===== src/rtl/mac_pkg.sv =====
// Shared MAC definitions: the RMII receive FSM state type and line-code dibits.
// Latency: none (types and constants only).
// Backpressure: not applicable.
package mac_pkg;

    typedef enum logic [1:0] {
        IDLE     = 2'd0,
        PREAMBLE = 2'd1,
        DATA     = 2'd2,
        DROP     = 2'd3
    } rx_state_t;

    // Line-code dibits. The TX MAC transmits the same values.
    localparam logic [1:0] PREAMBLE_DIBIT = 2'b01;
    localparam logic [1:0] SFD_DIBIT      = 2'b11;

endpackage


===== src/rtl/mac_rx_if.sv =====
// RMII receive pins plus the byte stream the MAC delivers to ingress.
// Latency: none (wiring only).
// Backpressure: none; the byte stream is strobe-only and the sink must keep up.
// Ports: crs_dv/rx_data/rx_err come from the PHY; rx_byte/rx_valid/rx_sof/rx_eof/
//        rx_frame_err/rx_len go to ingress. master = MAC side, slave = PHY/sink side.
interface mac_rx_if #(
    parameter int LEN_W = 11
);
    logic             crs_dv;
    logic [1:0]       rx_data;
    logic             rx_err;
    logic [7:0]       rx_byte;
    logic             rx_valid;
    logic             rx_sof;
    logic             rx_eof;
    logic             rx_frame_err;
    logic [LEN_W-1:0] rx_len;

    modport master (
        input  crs_dv, rx_data, rx_err,
        output rx_byte, rx_valid, rx_sof, rx_eof, rx_frame_err, rx_len
    );

    modport slave (
        output crs_dv, rx_data, rx_err,
        input  rx_byte, rx_valid, rx_sof, rx_eof, rx_frame_err, rx_len
    );
endinterface


===== src/rtl/rmii_dibit_deser.sv =====
// Dibit-to-byte deserialiser: shifts RMII dibits in LSB-first and flags each completed byte.
// Latency: combinational; data_out/byte_done are valid in the cycle the 4th dibit is presented.
// Backpressure: none; shift is an enable, not a handshake.
// Ports: clk, rst_n (sync, active-low), clear (restart at phase 0), shift (accept dibit),
//        dibit in; data_out (assembled byte), byte_done (strobe), phase (dibits held so far).
module rmii_dibit_deser (
    input  logic       clk,
    input  logic       rst_n,
    input  logic       clear,
    input  logic       shift,
    input  logic [1:0] dibit,
    output logic [7:0] data_out,
    output logic       byte_done,
    output logic [1:0] phase
);

    logic [7:0] sr;

    always_ff @(posedge clk) begin
        if (!rst_n || clear) begin
            sr    <= 8'h00;
            phase <= 2'd0;
        end else if (shift) begin
            sr    <= {dibit, sr[7:2]};
            phase <= phase + 2'd1;
        end
    end

    // The 4th dibit lands in the top bits, giving {d3,d2,d1,d0} without an extra cycle.
    assign data_out  = {dibit, sr[7:2]};
    assign byte_done = shift && (phase == 2'd3);

endmodule


===== src/rtl/mac_rx.sv =====
// RMII receive MAC: preamble/SFD detection, byte assembly, SOF/EOF/error/length framing.
// Latency: byte k-1 is emitted the cycle after byte k completes; last byte the cycle after crs_dv falls.
// Backpressure: none; rx_valid is a one-cycle strobe at most once every 4 cycles.
// Ports: clk, rst_n (sync, active-low), bus (mac_rx_if.master: RMII inputs in, byte stream out).
module mac_rx
    import mac_pkg::*;
#(
    parameter int MAX_FRAME_BYTES     = 1518,
    parameter int MIN_PREAMBLE_DIBITS = 8,
    parameter int LEN_W               = $clog2(MAX_FRAME_BYTES + 1)
) (
    input  logic      clk,
    input  logic      rst_n,
    mac_rx_if.master  bus
);

    localparam logic [LEN_W-1:0] MAX_CNT = LEN_W'(MAX_FRAME_BYTES);
    localparam logic [7:0]       MIN_PRE = 8'(MIN_PREAMBLE_DIBITS);

    rx_state_t        state, state_nxt;
    logic [7:0]       pre_cnt, pre_cnt_nxt;
    // Completed bytes in the current frame; the newest one sits in 'held'.
    logic [LEN_W-1:0] rcv_cnt, rcv_cnt_nxt;
    logic             err_sticky, err_sticky_nxt;
    logic [7:0]       held, held_nxt;

    logic             emit, emit_eof, emit_err;
    logic             deser_clear, deser_shift;
    logic [7:0]       deser_data;
    logic             byte_done;
    logic [1:0]       phase;

    rmii_dibit_deser u_deser (
        .clk       (clk),
        .rst_n     (rst_n),
        .clear     (deser_clear),
        .shift     (deser_shift),
        .dibit     (bus.rx_data),
        .data_out  (deser_data),
        .byte_done (byte_done),
        .phase     (phase)
    );

    always_comb begin
        state_nxt      = state;
        pre_cnt_nxt    = pre_cnt;
        rcv_cnt_nxt    = rcv_cnt;
        err_sticky_nxt = err_sticky;
        held_nxt       = held;
        emit           = 1'b0;
        emit_eof       = 1'b0;
        emit_err       = 1'b0;
        deser_clear    = (state != DATA);
        deser_shift    = 1'b0;

        case (state)
            IDLE: begin
                if (bus.crs_dv) begin
                    if (bus.rx_err) begin
                        state_nxt = DROP;
                    end else if (bus.rx_data == PREAMBLE_DIBIT) begin
                        state_nxt   = PREAMBLE;
                        pre_cnt_nxt = 8'd1;
                    end else if (bus.rx_data != 2'b00) begin
                        state_nxt = DROP;
                    end
                end
            end

            PREAMBLE: begin
                if (!bus.crs_dv) begin
                    state_nxt = IDLE;
                end else if (bus.rx_err) begin
                    state_nxt = DROP;
                end else if (bus.rx_data == PREAMBLE_DIBIT) begin
                    if (pre_cnt != 8'hFF) begin
                        pre_cnt_nxt = pre_cnt + 8'd1;
                    end
                end else if (bus.rx_data == SFD_DIBIT && pre_cnt >= MIN_PRE) begin
                    state_nxt      = DATA;
                    rcv_cnt_nxt    = '0;
                    err_sticky_nxt = 1'b0;
                end else begin
                    state_nxt = DROP;
                end
            end

            DATA: begin
                if (!bus.crs_dv) begin
                    // End of frame: flush the held byte; a partial byte is an alignment error.
                    state_nxt = IDLE;
                    if (rcv_cnt != '0) begin
                        emit     = 1'b1;
                        emit_eof = 1'b1;
                        emit_err = err_sticky || bus.rx_err || (phase != 2'd0);
                    end
                end else begin
                    deser_shift = 1'b1;
                    if (bus.rx_err) begin
                        err_sticky_nxt = 1'b1;
                    end
                    if (byte_done) begin
                        if (rcv_cnt == MAX_CNT) begin
                            // One byte too many: close the frame on the held byte.
                            emit      = 1'b1;
                            emit_eof  = 1'b1;
                            emit_err  = 1'b1;
                            state_nxt = DROP;
                        end else begin
                            held_nxt    = deser_data;
                            rcv_cnt_nxt = rcv_cnt + LEN_W'(1);
                            emit        = (rcv_cnt != '0);
                        end
                    end
                end
            end

            DROP: begin
                if (!bus.crs_dv) begin
                    state_nxt = IDLE;
                end
            end

            default: state_nxt = IDLE;
        endcase
    end

    always_ff @(posedge clk) begin
        if (!rst_n) begin
            state            <= IDLE;
            pre_cnt          <= 8'd0;
            rcv_cnt          <= '0;
            err_sticky       <= 1'b0;
            held             <= 8'h00;
            bus.rx_byte      <= 8'h00;
            bus.rx_valid     <= 1'b0;
            bus.rx_sof       <= 1'b0;
            bus.rx_eof       <= 1'b0;
            bus.rx_frame_err <= 1'b0;
            bus.rx_len       <= '0;
        end else begin
            state            <= state_nxt;
            pre_cnt          <= pre_cnt_nxt;
            rcv_cnt          <= rcv_cnt_nxt;
            err_sticky       <= err_sticky_nxt;
            held             <= held_nxt;
            // Every emission is the held byte, whose frame index is rcv_cnt.
            bus.rx_valid     <= emit;
            bus.rx_byte      <= emit ? held : 8'h00;
            bus.rx_sof       <= emit && (rcv_cnt == LEN_W'(1));
            bus.rx_eof       <= emit_eof;
            bus.rx_frame_err <= emit_err;
            bus.rx_len       <= emit_eof ? rcv_cnt : '0;
        end
    end

endmodule


===== src/flat_wrapper.sv =====
// flat-port wrapper written by rule: the top's interface ports become plain ports
module mac_rx_flat import mac_pkg::*;
#(
    parameter int MAX_FRAME_BYTES     = 1518,
    parameter int MIN_PREAMBLE_DIBITS = 8,
    parameter int LEN_W               = $clog2(MAX_FRAME_BYTES + 1)
)
  (clk, rst_n, bus_crs_dv, bus_rx_data, bus_rx_err, bus_rx_byte, bus_rx_valid, bus_rx_sof, bus_rx_eof, bus_rx_frame_err, bus_rx_len);
  mac_rx_if #(.LEN_W(LEN_W)) bus_i ();
  input  logic clk;
  input  logic rst_n;
  input wire logic [$bits(bus_i.crs_dv)-1:0] bus_crs_dv;
  input wire logic [$bits(bus_i.rx_data)-1:0] bus_rx_data;
  input wire logic [$bits(bus_i.rx_err)-1:0] bus_rx_err;
  output wire logic [$bits(bus_i.rx_byte)-1:0] bus_rx_byte;
  output wire logic [$bits(bus_i.rx_valid)-1:0] bus_rx_valid;
  output wire logic [$bits(bus_i.rx_sof)-1:0] bus_rx_sof;
  output wire logic [$bits(bus_i.rx_eof)-1:0] bus_rx_eof;
  output wire logic [$bits(bus_i.rx_frame_err)-1:0] bus_rx_frame_err;
  output wire logic [$bits(bus_i.rx_len)-1:0] bus_rx_len;
  assign bus_i.crs_dv = bus_crs_dv;
  assign bus_i.rx_data = bus_rx_data;
  assign bus_i.rx_err = bus_rx_err;
  assign bus_rx_byte = bus_i.rx_byte;
  assign bus_rx_valid = bus_i.rx_valid;
  assign bus_rx_sof = bus_i.rx_sof;
  assign bus_rx_eof = bus_i.rx_eof;
  assign bus_rx_frame_err = bus_i.rx_frame_err;
  assign bus_rx_len = bus_i.rx_len;
  mac_rx #(.MAX_FRAME_BYTES(MAX_FRAME_BYTES), .MIN_PREAMBLE_DIBITS(MIN_PREAMBLE_DIBITS), .LEN_W(LEN_W)) u_core (.clk(clk), .rst_n(rst_n), .bus(bus_i));
endmodule

===== config.mk =====
export PLATFORM = sky130hd
export DESIGN_NAME = mac_rx_flat
export DESIGN_NICKNAME = d
export VERILOG_FILES = /design/src/rtl/mac_pkg.sv /design/src/rtl/mac_rx_if.sv /design/src/rtl/rmii_dibit_deser.sv /design/src/rtl/mac_rx.sv /design/src/flat_wrapper.sv
export SDC_FILE = /design/constraint.sdc
export NUM_CORES = 1
export LEC_CHECK = 0
export CORE_MARGIN = 2
export CORE_UTILIZATION = 62
export CTS_BUF_LIST = sky130_fd_sc_hd__clkbuf_8
export DETAILED_ROUTE_END_ITERATION = 10
export HOLD_SLACK_MARGIN = 0.05
export PLACE_DENSITY = 0.88
export SETUP_SLACK_MARGIN = 0.4
export SLEW_MARGIN = 0
export SYNTH_ARGS = -nofsm -noshare
export SYNTH_HDL_FRONTEND = slang
export SYNTH_SLANG_ARGS = --single-unit

===== constraint.sdc =====
create_clock -name clk -period 3.4 [get_ports clk]
set_input_delay 0.68 -clock clk [delete_from_list [all_inputs] [get_ports clk]]
set_output_delay 0.68 -clock clk [all_outputs]
set_load 0.02 [all_outputs]

==> results.md <==
* Post_cts resized at 0
* Post-synthesis xor/xnor area fraction at approximately 2.8%
* CP Launch Type: input pin
* HPWL after DPL at roughly 3.3 mm
* Grt ovf at 0
* Placer Congestion at slightly above 0.8
* Synth Flop Type: dfxtp_1
* Pin count of the biggest net entering global routing at 20
* VDD IR max at 0.3262 mV
* Syn Inst Count at between 200 and 300
* Die area at approximately 0.0046 sq mm
* Vias in the first global route at 1854
* Placeable Area at 0.003943 sq mm
* Crit Path Category: input pin to register
* Fin crit period at roughly 2.3 ns
* Post-DR wirelength/cell at between 10 and 15 um
* Leakage at 0.001104 uW
* Outcome: finished clean
* CP endpoint kind: register
* Final Hold Vio Count at 0
* Placed insts at between 300 and 400
* Largest family of logic cells by synthesized area: simple AND/OR/NAND/NOR gates
* Crit path DAT at about 2.5 ns
* Distinct cells, synth at 48
* H-Tree Depth at 3
* Routed via count at a little over 2k
* DRT Pass-1 Iters at 4
* Final Cycle Share at roughly 68%
* Achievable Freq at about 430 MHz
* FP Rows at 23
* Yosys warnings at 0
* Gr usage total at 25.24%
* Mux share of post-synthesis cell area at between 3 and 4%
* First-pass GRT wire length at ~8.4 mm
* Final nets at approximately 310
* Max_cap viols at 0
* Worst R2R End: u_core.rcv_cnt[2]$_SDFFE_PN0P_
* Area grow syn2layout at 20.92%
* Mapped Area at approximately 0.0025 sq mm
* Post-synthesis compound-gate area fraction at 12.50%
* Slew HR at between 30 and 40%
* Adder-cell share of the synthesized area at 3.984%
* Antenna violations before repair at 0
* CP max FO at 12
* Die width at between 60 and 70 um
* Post-synth EDFFs at 0
* Residual DRC at 0
* Synth Area in Simple Gates at between 20% and 30%
* Cell Count, Final, Fillers Out at 348
* Initial Util at 63.73%
* Pwr Density at roughly 500 mW/mm^2
* Via/cell ratio at 5.796
* Later-pin clock latency in the skew report at ~0.33 ns
* Max incr delay on CP at around 0.6 ns
* Post-synth ARST share at 0%
* Layout cells sized above 1 at 10.74%
* Register area share after synthesis at between 40% and 50%
* Sink Count at 61
* I/O pin count at 29
* Antenna fix cells at 0
* Syn nets at approximately 280
* Post-CTS Setup Bufs at 0
* Clk_skew at around 0.0073 ns
* First-iteration detailed-routing DRC count at about 160
* Register bit total from synthesis at 61
* CTS hold repair buffers at 0
* CP max stage cell: clkdlybuf4s50_1
* Final wirelength at 5.063 mm
* Clock root buffer: clkbuf_8
* Worst r2r src: u_core.rcv_cnt[0]$_SDFFE_PN0P_
* CTS tree: done
* CTS clock-pin slew for the worst setup and hold paths at 0.06 ns
* Critical path buffer and inverter count at 2
* Slew Limit Fails at 0
* Hold Path Sink: u_core.bus.rx_byte[1]$_SDFF_PN0_
* Critical path's top delay family: buffers and inverters
* Worst r2r path cells at 5
* R2r setup slk at 1.24 ns
* Port Buffer Count at 28
* Mean Syn Cell Area at approximately 9.5 sq um
* TritonCTS buffer count at 9
* Worst min path class: register to register
* Setup_tns at 0 ns
* Slew @ Worst Pin at 0.9400 ns
* Crit path required time at around 3.6 ns
* Die span in y at about 68 um
* Crit path cell chain: clkdlybuf4s50_1 -> nor4bb_1 -> o21ai_0 -> o31ai_1 -> buf_4 -> a311oi_1
* Worst hold start: u_core.held[1]$_SDFFE_PN0P_
* Bufs on Longest Clock Path at 2
* Routed Antenna Nets at 0
* Hold depth at 1
* Final setup violation count at 0
* RSZ-0062 raised after global routing: false
-- worst max path at each step --
| stage | from | end | slack, ns | cells past startpoint |
|---|---|---|---|---|
| 3_3_place_gp | bus_rx_data[1] | u_core.pre_cnt[2]$_SDFFE_PN0P_ | 0.87 | 5 |
| 6_report | bus_rx_data[0] | u_core.rcv_cnt[2]$_SDFFE_PN0P_ | 1.10 | 6 |
| 4_1_cts | bus_crs_dv | u_core.bus.rx_len[0]$_SDFF_PN0_ | 1.12 | 5 |
| 3_5_place_dp | bus_crs_dv | u_core.bus.rx_len[1]$_SDFF_PN0_ | 0.81 | 5 |
| 2_1_floorplan | bus_rx_data[1] | u_core.pre_cnt[7]$_SDFFE_PN0P_ | 1.56 | 4 |
| 5_1_grt | bus_crs_dv | u_core.bus.rx_len[0]$_SDFF_PN0_ | 0.97 | 5 |
-- power by group --
part	internal, uW	total, uW	switching (uW)
Combinational	18.4	46.6	28.3
Clock	447	707	260
Sequential	718	724	6.39
Total	1180	1480	295
-- kinds of logic (layout without fill, tap and decap cells) --
kind of cell               count (synthesis)  count (layout)
and+or+nand+nor                          110             110
adders and majority gates                  8               8
xor gates and xnor gates                   8               8
muxes                                      8               8
DFF                                       61              61
AOI/OAI and AO/OA                         46              46
buffers and inverters                     23              57
-- layout by cell type (no fill, tap or decap), types with 2 or more instances in the layout --
cell type | synthesis | layout
nand4_1 | 6 | 6
ha_1 | 8 | 8
a221oi_2 | 2 | 2
and2_4 | 4 | 4
nand3_1 | 7 | 7
clkdlybuf4s50_1 | 0 | 28
and3_2 | 2 | 2
nand2_1 | 28 | 28
or4_1 | 4 | 4
nor4_1 | 2 | 2
nand4b_1 | 2 | 2
a21oi_1 | 18 | 18
and2_1 | 13 | 13
and3_1 | 3 | 3
xnor2_1 | 6 | 6
bufinv_16 | 0 | 2
buf_4 | 0 | 2
inv_1 | 12 | 13
clkbuf_8 | 0 | 11
mux2i_1 | 7 | 7
a31oi_1 | 2 | 2
o21ai_0 | 9 | 9
xor2_1 | 2 | 2
nor3_1 | 5 | 5
nor2_1 | 20 | 20
or3_1 | 5 | 5
dfxtp_1 | 61 | 61
o31ai_1 | 5 | 5
-- synthesized netlist by cell type, types with 2 or more instances --
cell	n	area, sq um
nor2_1	20	75.07
nor3_1	5	25.02
nand3_1	7	35.03
and2_4	4	35.03
o31ai_1	5	37.54
xor2_1	2	17.52
nor4_1	2	12.51
and3_1	3	18.77
ha_1	8	100.1
xnor2_1	6	52.55
nand4_1	6	37.54
buf_2	5	25.02
and2_1	13	81.33
and3_2	2	15.01
or3_1	5	31.28
o21ai_0	9	45.04
clkbuf_1	4	15.01
a31oi_1	2	12.51
a21oi_1	18	90.09
or4_1	4	30.03
inv_1	12	45.04
a221oi_2	2	30.03
nand4b_1	2	17.52
dfxtp_1	61	1221
nand2_1	28	105.1
mux2i_1	7	70.07
-- layout make-up --
cell class / instances / area [sq um]
fill: 275 / 904.6
clock buffer: 11 / 151.4
inverter: 12 / 45.04
sequential: 61 / 1221
tap: 50 / 62.56
clock inverter: 4 / 72.57
multi-input combinational: 180 / 1190
timing repair buffer: 30 / 295.3
-- stage by stage --
step | util, % | setup WS, ns | hold WS (ns) | total power [uW] | instance area (sq um)
2_1_floorplan | - | 1.555 | 0.4296 | 767.8 | 2512
5_1_grt | 77.05 | 0.9749 | 0.4699 | 1523 | 3038
3_5_place_dp | 71.37 | 0.8100 | 0.4433 | 785.1 | 2814
6_report | 77.05 | 1.099 | 0.4496 | 1479 | 3038
4_1_cts | 77.05 | 1.125 | 0.4522 | 1489 | 3038
3_3_place_gp | 71.37 | 0.8741 | 0.4371 | 783.5 | 2814
-- flip-flops by register name, indices dropped and copies added (netlist names) --
name                     flops
u_core.state                 2
u_core.bus.rx_byte           8
u_core.bus.rx_eof            1
u_core.u_deser.sr            6
u_core.rcv_cnt              11
u_core.err_sticky            1
u_core.pre_cnt               8
u_core.bus.rx_sof            1
u_core.held                  8
u_core.u_deser.phase         2
u_core.bus.rx_valid          1
u_core.bus.rx_len           11
u_core.bus.rx_frame_err      1
-- per-layer routing --
layer,global-route usage [%],wire (um),up-vias
li1,-,-,984
met4,11.99,80,0
met5,0,0,-
met2,42.03,2483,80
met3,6.667,264,11
met1,30.12,2235,942
No activity file was read; power rests on OpenSTA's default activity.
